## src/rtl/rv32i_inst_encoder.sv

```systemverilog
// Packs decoded RV32I fields into instruction words and streams them with sequential imem addresses.
// Latency: a legal request accepted at edge t is visible on out_valid at t+1 when the buffer was empty.
// Backpressure: in_ready falls while the buffer is full or the session limit is reached; out side is valid/ready.

module enc_fifo #(
    parameter int WIDTH = 64,
    parameter int DEPTH = 4
) (
    input  logic             clock,
    input  logic             reset,
    input  logic             flush,
    input  logic             push,
    input  logic [WIDTH-1:0] push_dat,
    input  logic             pop,
    output logic [WIDTH-1:0] pop_dat,
    output logic             full,
    output logic             empty
);
    localparam int PW = $clog2(DEPTH);

    logic [WIDTH-1:0] mem [DEPTH];
    logic [PW-1:0]    wr_ptr;
    logic [PW-1:0]    rd_ptr;
    logic [PW:0]      occ;
    logic             do_push;
    logic             do_pop;

    assign full     = (occ == (PW+1)'(DEPTH));
    assign empty    = (occ == '0);
    assign do_push  = push && !full;
    assign do_pop   = pop && !empty;
    assign pop_dat  = mem[rd_ptr];

    always_ff @(posedge clock) begin
        if (do_push) begin
            mem[wr_ptr] <= push_dat;
        end
    end

    always_ff @(posedge clock) begin
        if (reset || flush) begin
            wr_ptr <= '0;
            rd_ptr <= '0;
            occ    <= '0;
        end else begin
            if (do_push) wr_ptr <= wr_ptr + 1'b1;
            if (do_pop)  rd_ptr <= rd_ptr + 1'b1;
            case ({do_push, do_pop})
                2'b10:   occ <= occ + 1'b1;
                2'b01:   occ <= occ - 1'b1;
                default: occ <= occ;
            endcase
        end
    end
endmodule

module rv32i_inst_encoder #(
    parameter logic [31:0] BASE_ADDR  = 32'h0100_0000,
    parameter int          FIFO_DEPTH = 4,
    parameter int          MAX_INSTS  = 1024
) (
    input  logic        clock,
    input  logic        reset,
    input  logic        start,
    input  logic        in_valid,
    output logic        in_ready,
    input  logic [2:0]  in_fmt,
    input  logic [6:0]  in_opcode,
    input  logic [4:0]  in_rd,
    input  logic [4:0]  in_rs1,
    input  logic [4:0]  in_rs2,
    input  logic [2:0]  in_funct3,
    input  logic [6:0]  in_funct7,
    input  logic [31:0] in_imm,
    input  logic        in_last,
    output logic        out_valid,
    input  logic        out_ready,
    output logic [31:0] out_addr,
    output logic [31:0] out_inst,
    output logic        busy,
    output logic        done,
    output logic        err,
    output logic [1:0]  err_code,
    output logic [15:0] count
);
    typedef enum logic [1:0] {IDLE, RUN, DRAIN, DONE} state_t;

    state_t      state, state_nxt;
    logic [31:0] addr;
    logic [31:0] inst;
    logic        fmt_ok;
    logic        imm_ok;
    logic        is_shift;
    logic        accept;
    logic        push;
    logic        pop;
    logic        fifo_full;
    logic        fifo_empty;
    logic        below_max;
    logic        hits_max;
    logic [63:0] head_dat;

    // Sign-extension checks: every bit above the field must match its top bit.
    logic sext11_ok, sext12_ok, sext20_ok;
    assign sext11_ok = (&in_imm[31:11]) || !(|in_imm[31:11]);
    assign sext12_ok = (&in_imm[31:12]) || !(|in_imm[31:12]);
    assign sext20_ok = (&in_imm[31:20]) || !(|in_imm[31:20]);
    assign is_shift  = (in_opcode == 7'b0010011) && ((in_funct3 == 3'b001) || (in_funct3 == 3'b101));

    always_comb begin
        inst   = '0;
        fmt_ok = 1'b1;
        imm_ok = 1'b0;
        case (in_fmt)
            3'd0: begin
                inst   = {in_funct7, in_rs2, in_rs1, in_funct3, in_rd, in_opcode};
                imm_ok = 1'b1;
            end
            3'd1: begin
                if (is_shift) begin
                    inst   = {in_funct7, in_imm[4:0], in_rs1, in_funct3, in_rd, in_opcode};
                    imm_ok = !(|in_imm[31:5]);
                end else begin
                    inst   = {in_imm[11:0], in_rs1, in_funct3, in_rd, in_opcode};
                    imm_ok = sext11_ok;
                end
            end
            3'd2: begin
                inst   = {in_imm[11:5], in_rs2, in_rs1, in_funct3, in_imm[4:0], in_opcode};
                imm_ok = sext11_ok;
            end
            3'd3: begin
                inst   = {in_imm[12], in_imm[10:5], in_rs2, in_rs1, in_funct3,
                          in_imm[4:1], in_imm[11], in_opcode};
                imm_ok = sext12_ok && !in_imm[0];
            end
            3'd4: begin
                inst   = {in_imm[31:12], in_rd, in_opcode};
                imm_ok = !(|in_imm[11:0]);
            end
            3'd5: begin
                inst   = {in_imm[20], in_imm[10:1], in_imm[11], in_imm[19:12], in_rd, in_opcode};
                imm_ok = sext20_ok && !in_imm[0];
            end
            default: fmt_ok = 1'b0;
        endcase
    end

    assign below_max = ({1'b0, count} < 17'(MAX_INSTS));
    assign hits_max  = (({1'b0, count} + 17'd1) == 17'(MAX_INSTS));
    assign in_ready  = (state == RUN) && !fifo_full && below_max;
    // A start pulse wins over any handshake presented in the same cycle.
    assign accept    = in_valid && in_ready && !start;
    assign push      = accept && fmt_ok && imm_ok;
    assign out_valid = !fifo_empty;
    assign pop       = out_valid && out_ready && !start;
    assign out_addr  = head_dat[63:32];
    assign out_inst  = head_dat[31:0];
    assign busy      = (state == RUN) || (state == DRAIN);
    assign done      = (state == DONE);

    enc_fifo #(.WIDTH(64), .DEPTH(FIFO_DEPTH)) u_fifo (
        .clock    (clock),
        .reset    (reset),
        .flush    (start),
        .push     (push),
        .push_dat ({addr, inst}),
        .pop      (pop),
        .pop_dat  (head_dat),
        .full     (fifo_full),
        .empty    (fifo_empty)
    );

    always_comb begin
        state_nxt = state;
        case (state)
            RUN: begin
                if (accept && (in_last || (push && hits_max))) state_nxt = DRAIN;
            end
            DRAIN: begin
                if (fifo_empty) state_nxt = DONE;
            end
            default: state_nxt = state;
        endcase
        if (start) state_nxt = RUN;
    end

    always_ff @(posedge clock) begin
        if (reset) begin
            state    <= IDLE;
            addr     <= BASE_ADDR;
            count    <= '0;
            err      <= 1'b0;
            err_code <= 2'b00;
        end else begin
            state <= state_nxt;
            if (start) begin
                addr     <= BASE_ADDR;
                count    <= '0;
                err      <= 1'b0;
                err_code <= 2'b00;
            end else if (push) begin
                addr  <= addr + 32'd4;
                count <= count + 16'd1;
            end else if (accept) begin
                err <= 1'b1;
                if (err_code == 2'b00) err_code <= fmt_ok ? 2'b01 : 2'b10;
            end
        end
    end
endmodule

```

## config.mk

```make
export PLATFORM = sky130hd
export DESIGN_NAME = rv32i_inst_encoder
export DESIGN_NICKNAME = d
export VERILOG_FILES = /design/src/rtl/rv32i_inst_encoder.sv
export SDC_FILE = /design/constraint.sdc
export NUM_CORES = 1
export LEC_CHECK = 0
export ABC_AREA = 1
export ABC_CLOCK_PERIOD_IN_PS = 8000
export CAP_MARGIN = 20
export CORE_MARGIN = 3
export CORE_UTILIZATION = 60
export CTS_BUF_LIST = sky130_fd_sc_hd__clkbuf_16
export DETAILED_ROUTE_END_ITERATION = 16
export GPL_TIMING_DRIVEN = 0
export MAX_ROUTING_LAYER = met4
export PLACE_DENSITY_LB_ADDON = 0.2
export SLEW_MARGIN = 40
export SYNTH_ARGS = -nofsm -noshare
export SYNTH_HDL_FRONTEND = slang
export SYNTH_SLANG_ARGS = --single-unit
```

## constraint.sdc

```tcl
create_clock -name clock -period 8 [get_ports clock]
set_input_delay 1.2 -clock clock [delete_from_list [all_inputs] [get_ports clock]]
set_output_delay 1.2 -clock clock [all_outputs]
set_load 0.1 [all_outputs]
```

==> Word-level counts from Yosys, hierarchy flattened <==
Memory sizes are Yosys's and may differ from the RTL's. A register that Yosys moved wholly into a read port is not among the register bits.
Index checks and enable logic that the tools add are counted.
W data, S select, Z words.
{ "totals": {"out_inout_bits": 87, "ramBits": 256, "register_bits": 60, "memories": 1, "rom_bits": 0, "word_cells": 104, "latchBits": 0, "input_bits": 73} }
{ "memory_table": {"columns": ["memory", "depth", "word_bits", "read_ports", "rd_clocked_by_memory_dff", "write_ports", "line", "text"], "rows": [
  ["u_fifo.mem", 4, 64, 1, 1, 1, "21", "logic [WIDTH-1:0] mem [DEPTH];"]
]} }
{ "classes": {"mux": 15, "reduce_logical": 51, "div_mod_pow": 0, "n_addsub": 7, "eq_ne": 19, "bitwise_logic": 1, "multipliers": 0, "shifts": 0, "magnitude_cmp": 1} }
{ "ops": {"columns": ["operator", "count"], "rows": [
  ["$pmux W32 S6", 1],
  ["$add A32 B3 Y32 const B", 1],
  ["$mux W32", 1],
  ["$reduce_or A27 Y1", 1],
  ["$reduce_or A12 Y1", 2],
  ["$reduce_and A21 Y1", 1],
  ["$reduce_or A21 Y1", 1],
  ["$reduce_and A20 Y1", 1],
  ["$reduce_or A20 Y1", 1],
  ["$add A16 B1 Y17 const B", 1],
  ["$eq A17 B11 Y1 const B", 1],
  ["$add A16 B1 Y16 const B", 1],
  ["$lt A16 B11 Y1 const B", 1],
  ["$logic_and A1 B1 Y1", 15],
  ["$eq A3 B3 Y1 const B", 4],
  ["$reduce_and A12 Y1", 1],
  ["$mux W2", 5],
  ["$logic_not A1 Y1", 9],
  ["$reduce_and A3 Y1", 3],
  ["$eq A7 B5 Y1 const B", 1],
  ["$logic_or A1 B1 Y1", 7],
  ["$eq A2 B2 Y1 const B", 3],
  ["$eq A3 B1 Y1 const B", 2],
  ["$eq A3 B2 Y1 const B", 2],
  ["18 further kinds", 28]
]} }

==> Longest topological paths before layout <==
{ "logic_depth": {"word_depth": 14, "mapped_depth": 20, "mapped_depth_nobuf": 18} }

==> Cells and area by module <==
Synthesis repeated with hierarchy kept, for this count alone.
{ "hier_totals": {"hier_cells": 1362, "area_unflattened_um2": 13867.0} }
{ "by_module_without_submodules": {"columns": ["module", "cells_each", "instances", "area_each_um2", "seq_area_each_um2"], "rows": [
  ["enc_fifo", 691, 1, 9985.8, 7867.5],
  ["rv32i_inst_encoder", 671, 1, 3881.2, 1021.0]
]} }

==> Least setup slack after synthesis <==
OpenSTA, ideal clock, no wires.
{ "synth_timing": {"path_type": "reg2reg", "startpoint": "reg count[13]", "endpoint": "mem u_fifo.mem[0][0] (enable)", "setup_time_ns": 0.483, "required_time_ns": 7.517, "stages_incl_launch_ff": 12, "synth_period_minus_slack_ns": 5.590, "slack_ns": 2.410, "t_arrival_ns": 5.107, "path_buffers": 2, "cell_sequence": "dfxtp_1 > inv_1 > nand4_1 > nor2_1 > nand2_1 > inv_1 > nand3_1 > nor2_1 > nand2_4 > buf_6 > buf_6 > nor2_1"} }
{ "synth_via": {"elab_chain_cells": 9} }
{ "synth_rtl": {"columns": ["item", "line", "text"], "rows": [
  ["start: declaration", "84", "output logic [15:0] count"],
  ["start signal: assignment", "204", "count <= count + 16'd1;"],
  ["$lt A16 B11 Y1", "149", "assign below_max = ({1'b0, count} < 17'(MAX_INSTS));"],
  ["$logic_and A1 B1 Y1", "151", "assign in_ready = (state == RUN) && !fifo_full && below_max;"],
  ["net in_ready", "66", "output logic in_ready,"],
  ["$logic_and A1 B1 Y1 (2 in series)", "153", "assign accept = in_valid && in_ready && !start;"],
  ["$logic_and A1 B1 Y1 (2 in series)", "154", "assign push = accept && fmt_ok && imm_ok;"],
  ["$logic_and A1 B1 Y1", "30", "assign do_push = push && !full;"],
  ["$mux W1", "35", "if (do_push) begin"],
  ["$mux W1 (not written as such)", "36", "mem[wr_ptr] <= push_dat;"],
  ["end: declaration", "21", null]
]} }
The timed path passes the listed nets, and every way through them passes these cells.

==> flow_summary.yaml <==
timing:
  post-route-min-period_ns: 4.46
  finalMaxSlewViolations: 0
  finClkSkew_ns: 0.0175
  whs_ns: 0.466
  finalHoldViolations: 0
  max_slew_margin: 0.564
  rsz0062_at_grt: "false"
  timing.final.crit_share: 0.558
  setup_tns_ns: 0
  tightest_slew_ns: 0.653
  max_freq_ghz: 0.224
  setup_violations: 0
hold_path:
  holdPathEnd: "u_fifo.occ[0]"
  worstHoldStart: "u_fifo.occ[0]"
  worstHoldPathType: "reg -> reg"
  whs_path_depth: 2
detailed_routing:
  vias: 10700
  drc: 0
  drtPass1Iterations: 5
  wirelength_mm: 35.4
  drtAntennaViolNets: 0
  wl_per_cell_um: 19.5
  via_per_inst: 5.91
  drtIter0Drc: 1008
critical_path:
  reg2reg_slack_ns: 4.86
  path_delay_family: "buffers and inverters"
  cpMostUsedCell: "clkbuf_1"
  timing.rr.start: "state[1]"
  start_kind: "flop"
  crit_path_max_fanout: 10
  cp-end-kind: "primary output"
  cp_slowest_cell: "buf_2"
  cp_cell_sequence: "clkbuf_1, inv_1, clkbuf_1, clkbuf_1, nor2_1, o22ai_1, buf_2"
  cpPeakStageDelay_ns: 0.50
  crit_buf_inv: 5
  path_class: "reg -> out"
  r2r.worst_path.cells: 15
  r2r_end: "u_fifo.mem[3][52]"
  required_ns: 6.80
  cp.arrival_ns: 3.26
synthesis:
  synth_area_mm2: 0.0135
  ys_types: 45
  synth_ff_type: "edfxtp_1"
  ys_ff_latch: 308
  yosysTopAreaCell: "edfxtp_1"
  synth_edf_count: 248
  synthTopCellsByCount: "248 x edfxtp_1, 238 x nor2_1, 169 x nand2_1"
  yosysWarnings: 0
  async_flop_share: 0
  yosysMostFrequentCell: "edfxtp_1"
  synthCells: 1310
  yosys-top-cells-area: "edfxtp_1 55%, dfxtp_1 8.9%, nor2_1 6.6%, o21ai_0 5.9%, nand2_1 4.7%"
  avgSynthCellArea_um2: 10.3
  synth-seq-area-share: 0.642
  synth.top_cell.area_share: 0.553
floorplanning:
  start_util: 0.614
  die_area_mm2: 0.0243
  die_h_um: 156
  core_mm2: 0.0220
  pin_count: 160
  row_count: 54
  die_x_um: 156
cts:
  cts_sinks: 308
  worstSkewPairLatency_ns: 0.56
  cts_tree: "done"
  cts_root_buf: "clkbuf_16"
  cts_buffers: 30
  cts_resized: 0
  path_clk_slew_ns: 0.06
  cts_setup_buffers: 0
  cts_hold_buf: 0
  cts_htree_levels: 1
  clockBufferDepth: 3
final_layout:
  drive_gt1_frac: 0.130
  diodes: 0
  area_growth_pct: 21.1
  layout.cells.non_filler: 1815
  layout.nets: 1597
global_route:
  antenna_found_initial: 0
  grt_overflow_total: 0
  first_global_vias: 10500
  grtUsageTotal: 0.297
  grt_max_degree: 19
  grt_pass1_wl_mm: 55.1
place:
  dp.final_hpwl_mm: 24.4
  port_buffers: 156
  place_inst: 1760
  gp_congestion: 1.02
pwr:
  leakagePower_nw: 5.58
  p_per_area_mw_per_mm2: 205
  power.total_mw: 3.35
  vdd_drop_max_mv: 0.179
job:
  cap_violations: 0
run_status:
  status: "finished, final reports clean"
metrics by stage:
| stage | worst slack, ns | util | cell area [µm²] |
|---|---|---|---|
| 3_5_place_dp | 3.46 | 0.695 | 15300 |
| 5_1_grt | 3.42 | 0.743 | 16300 |
| 2_1_floorplan | 2.41 | - | 13500 |
| 6_report | 3.54 | 0.743 | 16300 |
| 4_1_cts | 3.52 | 0.743 | 16300 |
| 3_3_place_gp | -0.0537 | 0.701 | 15400 |
state kept, by name (all words and copies together), names as in the netlist, named ones only:
register,cells
addr,30
count,16
err,1
err_code,2
state,2
u_fifo.mem,248
u_fifo.occ,3
u_fifo.rd_ptr,2
u_fifo.wr_ptr,2
worst max-delay path by stage:
stage	slack (ns)	to	from	cells after the start
final	3.54	out_addr[7]	flop	7
after global routing	3.42	out_addr[12]	flop	7
after CTS	3.52	out_addr[7]	flop	7
after detailed placement	3.46	u_fifo.mem[3][49]	in_imm[12]	17
after global placement	-0.05	u_fifo.mem[3][49]	in_imm[12]	14
after floorplan	2.41	u_fifo.mem[0][0]	count[13]	11
area by class of cell:
cell class                 instances  area (µm²)
sequential                       308        8650
tap                              280         350
timing repair buffer             169        1410
fill                            1500        5650
buffer                            55         255
inverter                         104         398
multi-input combinational        844        4210
clock buffer                      30         751
clock inverter                    25         295
placed cells by master (no fill, tap or decap), types with 6 or more instances in the layout:
master and n:
inv_1 93, nand2_2 6, nor3_1 18, ha_1 11
o21ai_0 160, dfxtp_1 60, a22o_1 6, nand3_1 38
clkinv_1 10, xor2_1 10, nand4_1 18, o22ai_1 63
nor2_1 234, clkdlybuf4s50_1 71, buf_8 7, a21oi_1 40
nand2_1 169, edfxtp_1 248, bufinv_16 6, buf_2 88
xnor2_1 9, clkbuf_16 30, buf_16 6, nor4_1 7
nor2_4 8, inv_2 8, clkbuf_1 43, clkinv_2 6
power by group:
group | internal, mW | switching (mW)
logic | 0.0518 | 0.0940
clock network | 0.879 | 0.599
registers | 1.73 | 0.00144
cell families after synthesis:
logic type / share of synthesized area
other: 0.000278
DFF: 0.642
adders and majority gates: 0.0117
buffers and inverters: 0.0485
xor gates and xnor gates: 0.0124
AOI/OAI and AO/OA: 0.119
and+or+nand+nor: 0.166
routing by layer:
metal | GRT usage | routed length (µm)
met4 | 0.0913 | 861
met3 | 0.0327 | 2640
met2 | 0.486 | 17300
met1 | 0.396 | 14500
met5 | - | 0
worst register-to-register path: cells and delay by family, from the launching register on:
kind | cells | cell delay, ns
adder cells (fa/ha/maj) | 1 | 0.14
AND/OR/NAND/NOR | 5 | 1.01
buffers and inverters | 8 | 1.21
AO/OA/AOI/OAI | 1 | 0.16
flip-flops | 1 | 0.34
(Power assumes the default switching activity.)
